[src/rtl/display_scan_7seg_pkg.sv]
// Shared definitions for the multiplexed M.SS display: state encodings,
// segment constants and the BCD digit pattern table.
package display_scan_7seg_pkg;

   typedef enum logic [1:0] {
      ST_IDLE  = 2'd0,
      ST_RUN   = 2'd1,
      ST_PAUSE = 2'd2,
      ST_DONE  = 2'd3
   } disp_state_t;

   // Active-low segments ordered {g,f,e,d,c,b,a}
   localparam logic [6:0] SEG_BLANK = 7'h7F;
   localparam logic [6:0] SEG_DASH  = 7'h3F;

   function automatic logic [6:0] seg_pattern(input logic [3:0] bcd);
      case (bcd)
         4'd0:    return 7'h40;
         4'd1:    return 7'h79;
         4'd2:    return 7'h24;
         4'd3:    return 7'h30;
         4'd4:    return 7'h19;
         4'd5:    return 7'h12;
         4'd6:    return 7'h02;
         4'd7:    return 7'h78;
         4'd8:    return 7'h00;
         4'd9:    return 7'h10;
         default: return SEG_DASH;
      endcase
   endfunction

endpackage

[src/rtl/display_scan_7seg_bcd_to_7seg.sv]
// Combinational BCD to active-low 7-segment decoder; non-decimal codes show a dash.
module bcd_to_7seg
   import display_scan_7seg_pkg::*;
(
   input  logic [3:0] bcd,
   output logic [6:0] seg
);

   assign seg = seg_pattern(bcd);

endmodule

[src/rtl/display_scan_7seg.sv]
// Three-digit common-anode scan driver for the microwave timer (M.SS), with
// steady, paused-blink and done-blink display modes.
//
// state | meaning
// IDLE  | steady display, waiting for the magnetron to start
// RUN   | steady display while counting down
// PAUSE | door/stop pause, all digits blink
// DONE  | countdown finished, "0.00" blinks, buzzer enabled
module display_scan_7seg
   import display_scan_7seg_pkg::*;
#(
   parameter int SCAN_DIV      = 50000,
   parameter int BLINK_TICKS   = 250,
   parameter int DONE_BLINKS   = 3,
   parameter int LEADING_BLANK = 1
) (
   input  logic       clock,
   input  logic       reset,
   input  logic [3:0] count_us,
   input  logic [3:0] count_ds,
   input  logic [3:0] count_m,
   input  logic       running,
   input  logic       zero,
   output logic [6:0] seg,
   output logic       dp,
   output logic [2:0] an,
   output logic       done
);

   localparam int PW = (SCAN_DIV > 1) ? $clog2(SCAN_DIV) : 1;
   localparam int BW = (BLINK_TICKS > 1) ? $clog2(BLINK_TICKS) : 1;
   localparam int HW = $clog2(2 * DONE_BLINKS + 1);

   logic [PW-1:0] presc;
   logic          tick;
   logic [1:0]    slot;
   logic [3:0]    snap_us, snap_ds, snap_m;
   disp_state_t   state, state_nx;
   logic [BW-1:0] blink_cnt;
   logic [HW-1:0] half_cnt;
   logic          phase_on;
   logic          blink_wrap;
   logic [3:0]    digit;
   logic [6:0]    seg_dec;
   logic          blank_digit;

   assign tick       = (presc == PW'(SCAN_DIV - 1));
   assign blink_wrap = tick && (blink_cnt == BW'(BLINK_TICKS - 1));
   assign done       = (state == ST_DONE);

   always_ff @(posedge clock) begin
      if (reset) begin
         presc   <= '0;
         slot    <= 2'd0;
         snap_us <= 4'd0;
         snap_ds <= 4'd0;
         snap_m  <= 4'd0;
      end else begin
         presc <= tick ? '0 : presc + PW'(1);
         if (tick) begin
            slot <= (slot == 2'd2) ? 2'd0 : slot + 2'd1;
            // Capture once per frame so a frame never mixes old and new digits
            if (slot == 2'd2) begin
               snap_us <= count_us;
               snap_ds <= count_ds;
               snap_m  <= count_m;
            end
         end
      end
   end

   always_ff @(posedge clock) begin
      if (reset) state <= ST_IDLE;
      else       state <= state_nx;
   end

   always_comb begin
      state_nx = state;
      case (state)
         ST_IDLE:  if (running) state_nx = ST_RUN;
         ST_RUN: begin
            if (zero)          state_nx = ST_DONE;
            else if (!running) state_nx = ST_PAUSE;
         end
         ST_PAUSE: begin
            if (running)   state_nx = ST_RUN;
            else if (zero) state_nx = ST_IDLE;
         end
         ST_DONE: begin
            if (running) state_nx = ST_RUN;
            else if (blink_wrap && half_cnt == HW'(2 * DONE_BLINKS - 1))
               state_nx = ST_IDLE;
         end
         default:  state_nx = ST_IDLE;
      endcase
   end

   // Blinking modes start in the OFF phase so the mode change is visible at once
   always_ff @(posedge clock) begin
      if (reset) begin
         blink_cnt <= '0;
         half_cnt  <= '0;
         phase_on  <= 1'b1;
      end else if (state_nx != state &&
                   (state_nx == ST_PAUSE || state_nx == ST_DONE)) begin
         blink_cnt <= '0;
         half_cnt  <= '0;
         phase_on  <= 1'b0;
      end else if (state_nx == ST_IDLE || state_nx == ST_RUN) begin
         blink_cnt <= '0;
         half_cnt  <= '0;
         phase_on  <= 1'b1;
      end else if (tick) begin
         if (blink_wrap) begin
            blink_cnt <= '0;
            half_cnt  <= half_cnt + HW'(1);
            phase_on  <= ~phase_on;
         end else begin
            blink_cnt <= blink_cnt + BW'(1);
         end
      end
   end

   always_comb begin
      case (slot)
         2'd0:    digit = snap_us;
         2'd1:    digit = snap_ds;
         default: digit = snap_m;
      endcase
   end

   assign blank_digit = !phase_on ||
                        ((LEADING_BLANK != 0) && slot == 2'd2 &&
                         snap_m == 4'd0 && state != ST_DONE);

   bcd_to_7seg u_dec (
      .bcd (digit),
      .seg (seg_dec)
   );

   // One dead clock per slot change keeps the previous digit from ghosting
   always_ff @(posedge clock) begin
      if (reset || tick) begin
         seg <= SEG_BLANK;
         dp  <= 1'b1;
         an  <= 3'b111;
      end else begin
         an  <= ~(3'b001 << slot);
         seg <= blank_digit ? SEG_BLANK : seg_dec;
         dp  <= !(slot == 2'd2 && !blank_digit);
      end
   end

endmodule

[config.mk]
export PLATFORM = sky130hd
export DESIGN_NAME = display_scan_7seg
export DESIGN_NICKNAME = d
export VERILOG_FILES = /design/src/rtl/display_scan_7seg_pkg.sv /design/src/rtl/display_scan_7seg_bcd_to_7seg.sv /design/src/rtl/display_scan_7seg.sv
export SDC_FILE = /design/constraint.sdc
export NUM_CORES = 1
export LEC_CHECK = 0
export BUFFER_PORTS_ARGS = -buffer_cell sky130_fd_sc_hd__buf_2
export CAP_MARGIN = 5
export CORE_AREA = 2 2 69 71
export CTS_BUF_LIST = sky130_fd_sc_hd__clkbuf_4
export CTS_CLUSTER_DIAMETER = 30
export DETAILED_ROUTE_END_ITERATION = 10
export DIE_AREA = 0 0 71 73
export HOLD_SLACK_MARGIN = 0.12
export PLACE_DENSITY_LB_ADDON = 0.12
export SLEW_MARGIN = 15
export SYNTH_ARGS = -nofsm -noshare
export SYNTH_HDL_FRONTEND = slang
export SYNTH_SLANG_ARGS = --single-unit
export TNS_END_PERCENT = 100
[constraint.sdc]
create_clock -name clock -period 2.7 [get_ports clock]
set_clock_uncertainty 0.2 [all_clocks]
set_input_delay 0.135 -clock clock [delete_from_list [all_inputs] [get_ports clock]]
set_output_delay 0.135 -clock clock [all_outputs]
set_load 0.01 [all_outputs]
==> results of run 1 <==
## cell usage after synthesis, types with 5 or more instances
| master | count | area, um^2 |
|---|---|---|
| a21oi_1 | 24 | 120 |
| and2_1 | 5 | 31.3 |
| clkbuf_1 | 12 | 45.0 |
| dfxtp_1 | 55 | 1100 |
| ha_1 | 10 | 125 |
| inv_1 | 12 | 45.0 |
| mux2i_1 | 6 | 60.1 |
| nand2_1 | 19 | 71.3 |
| nand2b_1 | 5 | 31.3 |
| nand3_1 | 18 | 90.1 |
| nand4_1 | 9 | 56.3 |
| nor2_1 | 21 | 78.8 |
| nor2b_1 | 5 | 31.3 |
| nor3_1 | 10 | 50.1 |
| o211ai_1 | 6 | 45.0 |
| o21ai_0 | 27 | 135 |
| or3_1 | 9 | 56.3 |
| xnor2_1 | 9 | 78.8 |
## area by class of cell
type / instances / area share (%)
Multi-Input combinational cell: 221 / 45.7
Clock buffer: 6 / 1.49
Inverter: 12 / 1.49
Timing Repair Buffer: 55 / 12.7
Tap cell: 54 / 2.24
Sequential cell: 55 / 36.5
## registers in the layout, indices dropped and copies added, names as in the netlist
signal	cells
an	3
snap_us	4
snap_m	4
snap_ds	4
phase_on	1
half_cnt	3
blink_cnt	8
presc	16
seg	7
slot	2
dp	1
state	2
## cells by family (layout without fill, tap and decap cells)
group	Yosys count	in the layout	synth area share, %
AO/OA/AOI/OAI	74	74	16.7
XOR/XNOR	13	13	4.43
multiplexers	8	8	3.21
adder cells (fa/ha/maj)	10	10	4.87
buffers and inverters	27	73	4.09
AND/OR/NAND/NOR	116	116	23.9
flip-flops	55	55	42.8
## path summary, 6_finish.rpt
| check | endpoint | slack, ns | cells after the start |
|---|---|---|---|
| setup reg to reg | blink_cnt[6] | 0.11 | 5 |
| hold / removal | presc[0] | 0.27 | 1 |
| hold reg to reg | presc[0] | 0.27 | 1 |
| setup / recovery | blink_cnt[6] | 0.11 | 5 |
## worst max-delay path, delay by kind of cell, from the launching register on
family	cells	cell delay, ns
AOI/OAI and AO/OA	1	0.14
buffers and inverters	1	0.22
and+or+nand+nor	3	1.61
DFF	1	0.37
## per-stage QoR
step | power, mW | utilization [%] | setup WS, ns | instance area (um^2)
4_1_cts | 1.26 | 66.6 | 0.109 | 3020
3_5_place_dp | 0.914 | 62.3 | 0.158 | 2830
3_3_place_gp | 0.912 | 62.3 | 0.207 | 2830
2_1_floorplan | 0.883 | - | 0.288 | 2570
6_report | 1.25 | 66.6 | 0.107 | 3020
5_1_grt | 1.30 | 66.6 | 0.0165 | 3020
## per-layer routing
metal	vias up	track usage (%)
met5	-	0
met4	0	5.45
met3	2	4.56
met2	50	37.2
met1	1038	28.4
li1	1184	-
## what timing repair did
item                      4_1_cts  5_1_grt
hold buffers                   15        0
resized for setup               0        0
hold endpoints to repair       22        0
## power groups by stage
stage | Clock [mW] | Combinational (mW) | Sequential (mW)
after CTS | 0.348 | 0.0787 | 0.834
after detailed placement | 0 | 0.0622 | 0.852
after floorplan | 0 | 0.0282 | 0.855
after global routing | 0.376 | 0.0880 | 0.837
after global placement | 0 | 0.0608 | 0.852
final | 0.340 | 0.0790 | 0.834
==> key figures, run 1 <==
Run status
  – Status: finished, final reports clean

Timing
  – Hold Slack: about 0.27 ns
  – Setup TNS Final: 0 ns
  – Fmax: 386 MHz
  – Period minus WS final: between 2 and 3 ns
  – Final setup vio count: 0
  – Worst slew pin tran: ~0.63 ns
  – RSZ-0062 raised after global routing: no
  – Max-Slew Margin vs Limit: between 50 and 60%
  – Pins over their slew limit: 0
  – Final hold vios: 0
  – Final worst path period share: a little over nine tenths

Critical path
  – CP Data Required Time: around 2.8 ns
  – Cell Chain, Critical Path: or4b_1 -> or4_1 -> buf_4 -> or3_1 -> a21oi_1
  – Crit Path Category: reg -> reg
  – Worst EP arrival: between 2 and 3 ns
  – Slowest stage cell, crit path: or4_1
  – Setup crit start kind: register
  – Crit Path Max Fanout: 12
  – Reg2Reg Launch Point: presc[4]
  – Critical path startpoint: presc[4]
  – Crit end category: register
  – Critical Path Max Stage Delay: 0.66 ns

Synth
  – Mapped cell area: around 2600 um^2
  – Synth Instances: between 300 and 400
  – Yosys Warn Count: 0
  – Post-synthesis cell type count: between 40 and 50
  – Post-synthesis sequential area ratio: roughly 43%
  – Post-synth EDFFs: 0
  – Main synth FF type: dfxtp_1
  – Ys async rst share: 0%
  – Syn_nets: 329
  – Synth Register Bits: 55
  – Syn_area_per_cell: ~8.5 um^2

GRT
  – Vias in the first global route: 2030
  – Global route overflow: 0
  – Largest net degree at the start of global routing: 20
  – Gr usage total: 21.8%
  – First-pass GRT wire length: a little over 9000 um
  – Initial antenna violation count: 0

Power and ir drop
  – Sw power: 282 uW
  – Clock network fraction of total power: 27.2%
  – Leak: 1.05 nW
  – Power Internal: just under 1 mW
  – Power Dens Cells: 415 nW/um^2
  – Combinational power share: about 6.3%
  – Max VDD drop: 0.000263 V
  – Reg power frac: around two thirds
  – Sw Share: between 20% and 30%

Clock network
  – Clk slew on worst S/H paths: 0.14 ns
  – Clk_lat worst skew: ~0.37 ns
  – CTS sink count: between 50 and 60
  – H-tree depth reported by CTS: 2
  – CTS tree: yes
  – Setup Buffers After CTS: 0
  – Root buf cell: clkbuf_4
  – CTS buffer count: 5
  – Worst-case clock buffer depth: 2

Drt
  – 1st-iter DRT viols: 137
  – Drt first pass iters: 4
  – Routed Antenna Nets: 0
  – Final wirelength: roughly 5300 um
  – DR WL/cell: 13.3 um
  – Wire length on met2: between 2000 and 3000 um
  – Met3 Wirelength: roughly 230 um
  – WL met1: ~2600 um
  – # DRC: 0
  – Via count: 2274
  – Vias/cell: approximately 5.6
  – Uppermost layer routed: met4

Final layout
  – Fraction of layout cells with a size suffix above 1: 14.6%
  – Leading cell type in the layout, fill and taps excluded: dfxtp_1
  – Commonest cells after routing, fill and taps aside: dfxtp_1 (55), o21ai_0 (27), buf_2 (27)
  – Fillers: 388
  – Multi-input gate area in the final layout: around 1400 um^2
  – Final #Nets: around 380
  – Post-Layout Cell Count: between 400 and 500
  – Area growth syn-to-layout: 17.5%
  – FF/Latch Area: roughly 1100 um^2
  – Antenna cells: 0

Place
  – Post-detail-place hpwl: approximately 3700 um
  – Post-Place Cells: between 300 and 400
  – Port Buffers: 27
  – Placer Congestion: ~0.83

Hold path
  – Min-Delay Path Class: reg -> reg
  – HP Start: presc[0]

Flow run
  – Max-cap viol count: 0

Floorplanning
  – Die H: ~73 um
  – IO Count: 28
  – Core ar.: roughly 4500 um^2
  – DIE WIDTH: between 70 and 80 um
  – DIE AREA: slightly above 5000 um^2
  – Starting Density: between 50% and 60%
  – FP Rows: 25
Power figures use the tool's default switching activity.
==> run 2, diff against run 1 <==
--- a/config.mk
+++ b/config.mk
@@ -13,7 +13,7 @@
 export DETAILED_ROUTE_END_ITERATION = 10
 export DIE_AREA = 0 0 71 73
 export HOLD_SLACK_MARGIN = 0.12
-export PLACE_DENSITY_LB_ADDON = 0.12
+export PLACE_DENSITY = 0.79
 export SLEW_MARGIN = 15
 export SYNTH_ARGS = -nofsm -noshare
 export SYNTH_HDL_FRONTEND = slang
==> run 2 against run 1 <==
First-iteration DRC count fell by 18%. Routed wire length up 1.3%. Combinational power fell by 1%. Setup slack better by 0.017 ns. Critical path depth unchanged. Sequential power hardly changed. Final cell count shrank 0.25%. Total power up 3.7%. Hold slack improved by 0.0075 ns. Core utilization shrank 0.11 points. Non-clock buffer count down 3. Sequential share of layout area up 0.061 points. Largest cell class unchanged.
==> key figures, run 2 (synthesis gave the netlist of run 1 again) <==
Run status
  – Status: finished, final reports clean

GRT
  – GRT met1 Usage: 27.5% (-0.95 points)
  – Initial antenna violation count: 0 (unchanged)
  – Global Route met3 Usage: 4.97% (+0.41 points)
  – Largest net degree at the start of global routing: 22 (+10%)
  – First-pass GRT wire length: 9130 um (+0.22%)
  – Gr usage total: 21.7% (-0.084 points)
  – Busiest grt layer: met2
  – Vias in the first global route: 2070 (+2.0%)
  – Met2 Usage GRT: 37.1% (-0.10 points)
  – Global route overflow: 0 (unchanged)

Final layout
  – Antenna cells: 0 (unchanged)
  – Multi-input gate area in the final layout: 1380 um^2 (unchanged)
  – FF/Latch Area: 1100 um^2 (unchanged)
  – Biggest register: presc
  – Commonest cells after routing, fill and taps aside: dfxtp_1 (55), o21ai_0 (27), buf_2 (27)
  – Design area: 3020 um^2 (-0.17%)
  – Area growth syn-to-layout: 17.3%
  – Max reg flops: 16 (unchanged)
  – Leading cell type in the layout, fill and taps excluded: dfxtp_1
  – Fillers: 387 (-0.26%)
  – Biggest regs: presc: 16 flops, blink_cnt: 8 flops, seg: 7 flops
  – Fraction of layout cells with a size suffix above 1: 14.4% (-0.25 points)
  – Final #Nets: 373 (-0.80%)

Flow run
  – Max-cap viol count: 0 (unchanged)

Drt
  – Routed Antenna Nets: 0 (unchanged)
  – DR WL/cell: 13.5 um (+1.6%)
  – Final wirelength: 5410 um (+1.3%)
  – Via count: 2283 (+0.40%)
  – 1st-iter DRT viols: 113 (-18%)
  – Drt first pass iters: 4 (unchanged)
  – Vias/cell: 5.68 (+0.65%)
  – # DRC: 0 (unchanged)

Place
  – Post-detail-place hpwl: 3750 um (+0.97%)
  – Post-DP Area: 2800 um^2 (-0.80%)
  – Port Buffers: 27 (unchanged)
  – Placer Congestion: 0.804 (-3.5%)

Critical path
  – Crit Path Category: reg -> reg
  – Worst EP arrival: 2.70 ns (about the same)
  – Setup crit start kind: register
  – Bufs and invs on worst path: 1 (unchanged)
  – Flop2flop setup slack: 0.12 ns (+0.02 ns)
  – CP delay by family, top: simple AND/OR/NAND/NOR gates
  – CP Data Required Time: 2.83 ns (+0.02 ns)
  – Crit Path Max Fanout: 14 (+2)
  – Crit end category: register
  – Critical Path Max Stage Delay: 0.64 ns (-0.02 ns)
  – Slowest stage cell, crit path: or4_1
  – Cell Chain, Critical Path: or4b_1 -> or4_1 -> buf_4 -> or3_1 -> a21oi_1

Timing
  – Setup TNS Final: 0 ns (unchanged)
  – RSZ-0062 raised after global routing: no
  – Period minus WS final: 2.58 ns (-0.0175 ns)
  – Final hold vios: 0 (unchanged)
  – Fmax: 388 MHz (+0.68%)
  – Worst slew pin tran: 0.647 ns (+0.0198 ns)
  – Max-Slew Margin vs Limit: 56.4% (-1.3 points)
  – Pins over their slew limit: 0 (unchanged)
  – Final worst path period share: 95.4% (-0.65 points)
  – Final setup vio count: 0 (unchanged)

Clock network
  – CTS sink count: 55 (unchanged)
  – H-tree depth reported by CTS: 2 (unchanged)
  – CTS tree: yes
  – Clk slew on worst S/H paths: 0.17 ns (+0.03 ns)
  – Clk_lat worst skew: 0.40 ns (+0.03 ns)
  – Worst-case clock buffer depth: 2 (unchanged)
  – Root buf cell: clkbuf_4
  – CTS buffer count: 5 (unchanged)

Power and ir drop
  – Max VDD drop: 0.000346 V (+31%)
  – Leak: 1.04 nW (-0.81%)
  – Power Dens Cells: 431 nW/um^2 (+3.9%)

Hold path
  – Min-Delay Path Class: reg -> reg

Floorplanning
  – IO Count: 28 (unchanged)
  – Starting Density: 56.7% (unchanged)
  – DIE WIDTH: 71 um (unchanged)
  – DIE AREA: 5180 um^2 (unchanged)
  – FP Rows: 25 (unchanged)
  – Core ar.: 4540 um^2 (unchanged)
  – Die H: 73 um (unchanged)
-- run 2: cell count changes in the layout (fill, tap and decap cells not counted) --
cell        before  now
clkbuf_4         6    5
inv_6            0    2
buf_4           13   10
clkinvlp_4       0    1
-- run 2: final cells by class --
cell class / count / area share, %
flip-flops and latches: 55 / 36.5
multi-input cells: 221 / 45.7
inverters: 12 / 1.49
well taps: 54 / 2.24
repair buffers: 52 / 12.0
clock buffers: 5 / 1.24
clock inverters: 3 / 0.830
-- run 2: power breakdown --
| part | switching [mW] | internal [mW] |
|---|---|---|
| clock network | 0.278 | 0.109 |
| registers | 0.00883 | 0.826 |
| logic | 0.0366 | 0.0415 |
-- run 2: per-layer routing --
metal	wire [um]	vias to the layer above	part of all wire, %
met3	190	7	3.5
met2	2640	40	49
li1	-	1175	-
met1	2530	1061	47
met5	0	-	0
met4	61	0	1.1
-- run 2: worst register-to-register path, cell delays in order, from the launching register on --
cell and delay [ns]:
dfxtp_1 0.37, or4b_1 0.60, or4_1 0.64, buf_4 0.22, or3_1 0.35, a21oi_1 0.14
-- run 2: worst paths after layout --
| check | startpoint | endpoint | cells after the start |
|---|---|---|---|
| max reg2reg | presc[4] | blink_cnt[6] | 5 |
| min | presc[0] | presc[0] | 1 |
| min reg2reg | presc[0] | presc[0] | 1 |
| max | presc[4] | blink_cnt[6] | 5 |
-- run 2: per-stage QoR --
step	cells	utilization, %	setup slack [ns]	hold WS, ns	power, mW
floorplan	303	-	0.288	0.0827	0.883
CTS	402	66.5	0.127	0.283	1.31
global placement	379	61.8	0.202	0.191	0.911
detailed placement	379	61.8	0.154	0.195	0.913
finish	402	66.5	0.124	0.281	1.30
global route	402	66.5	0.00277	0.306	1.35
-- run 2: repair_timing --
action / 4_1_cts / 5_1_grt
setup buffers: 0 / 0
hold endpoints to repair: 24 / 0
resized for setup: 0 / 0
hold buffers: 15 / 0
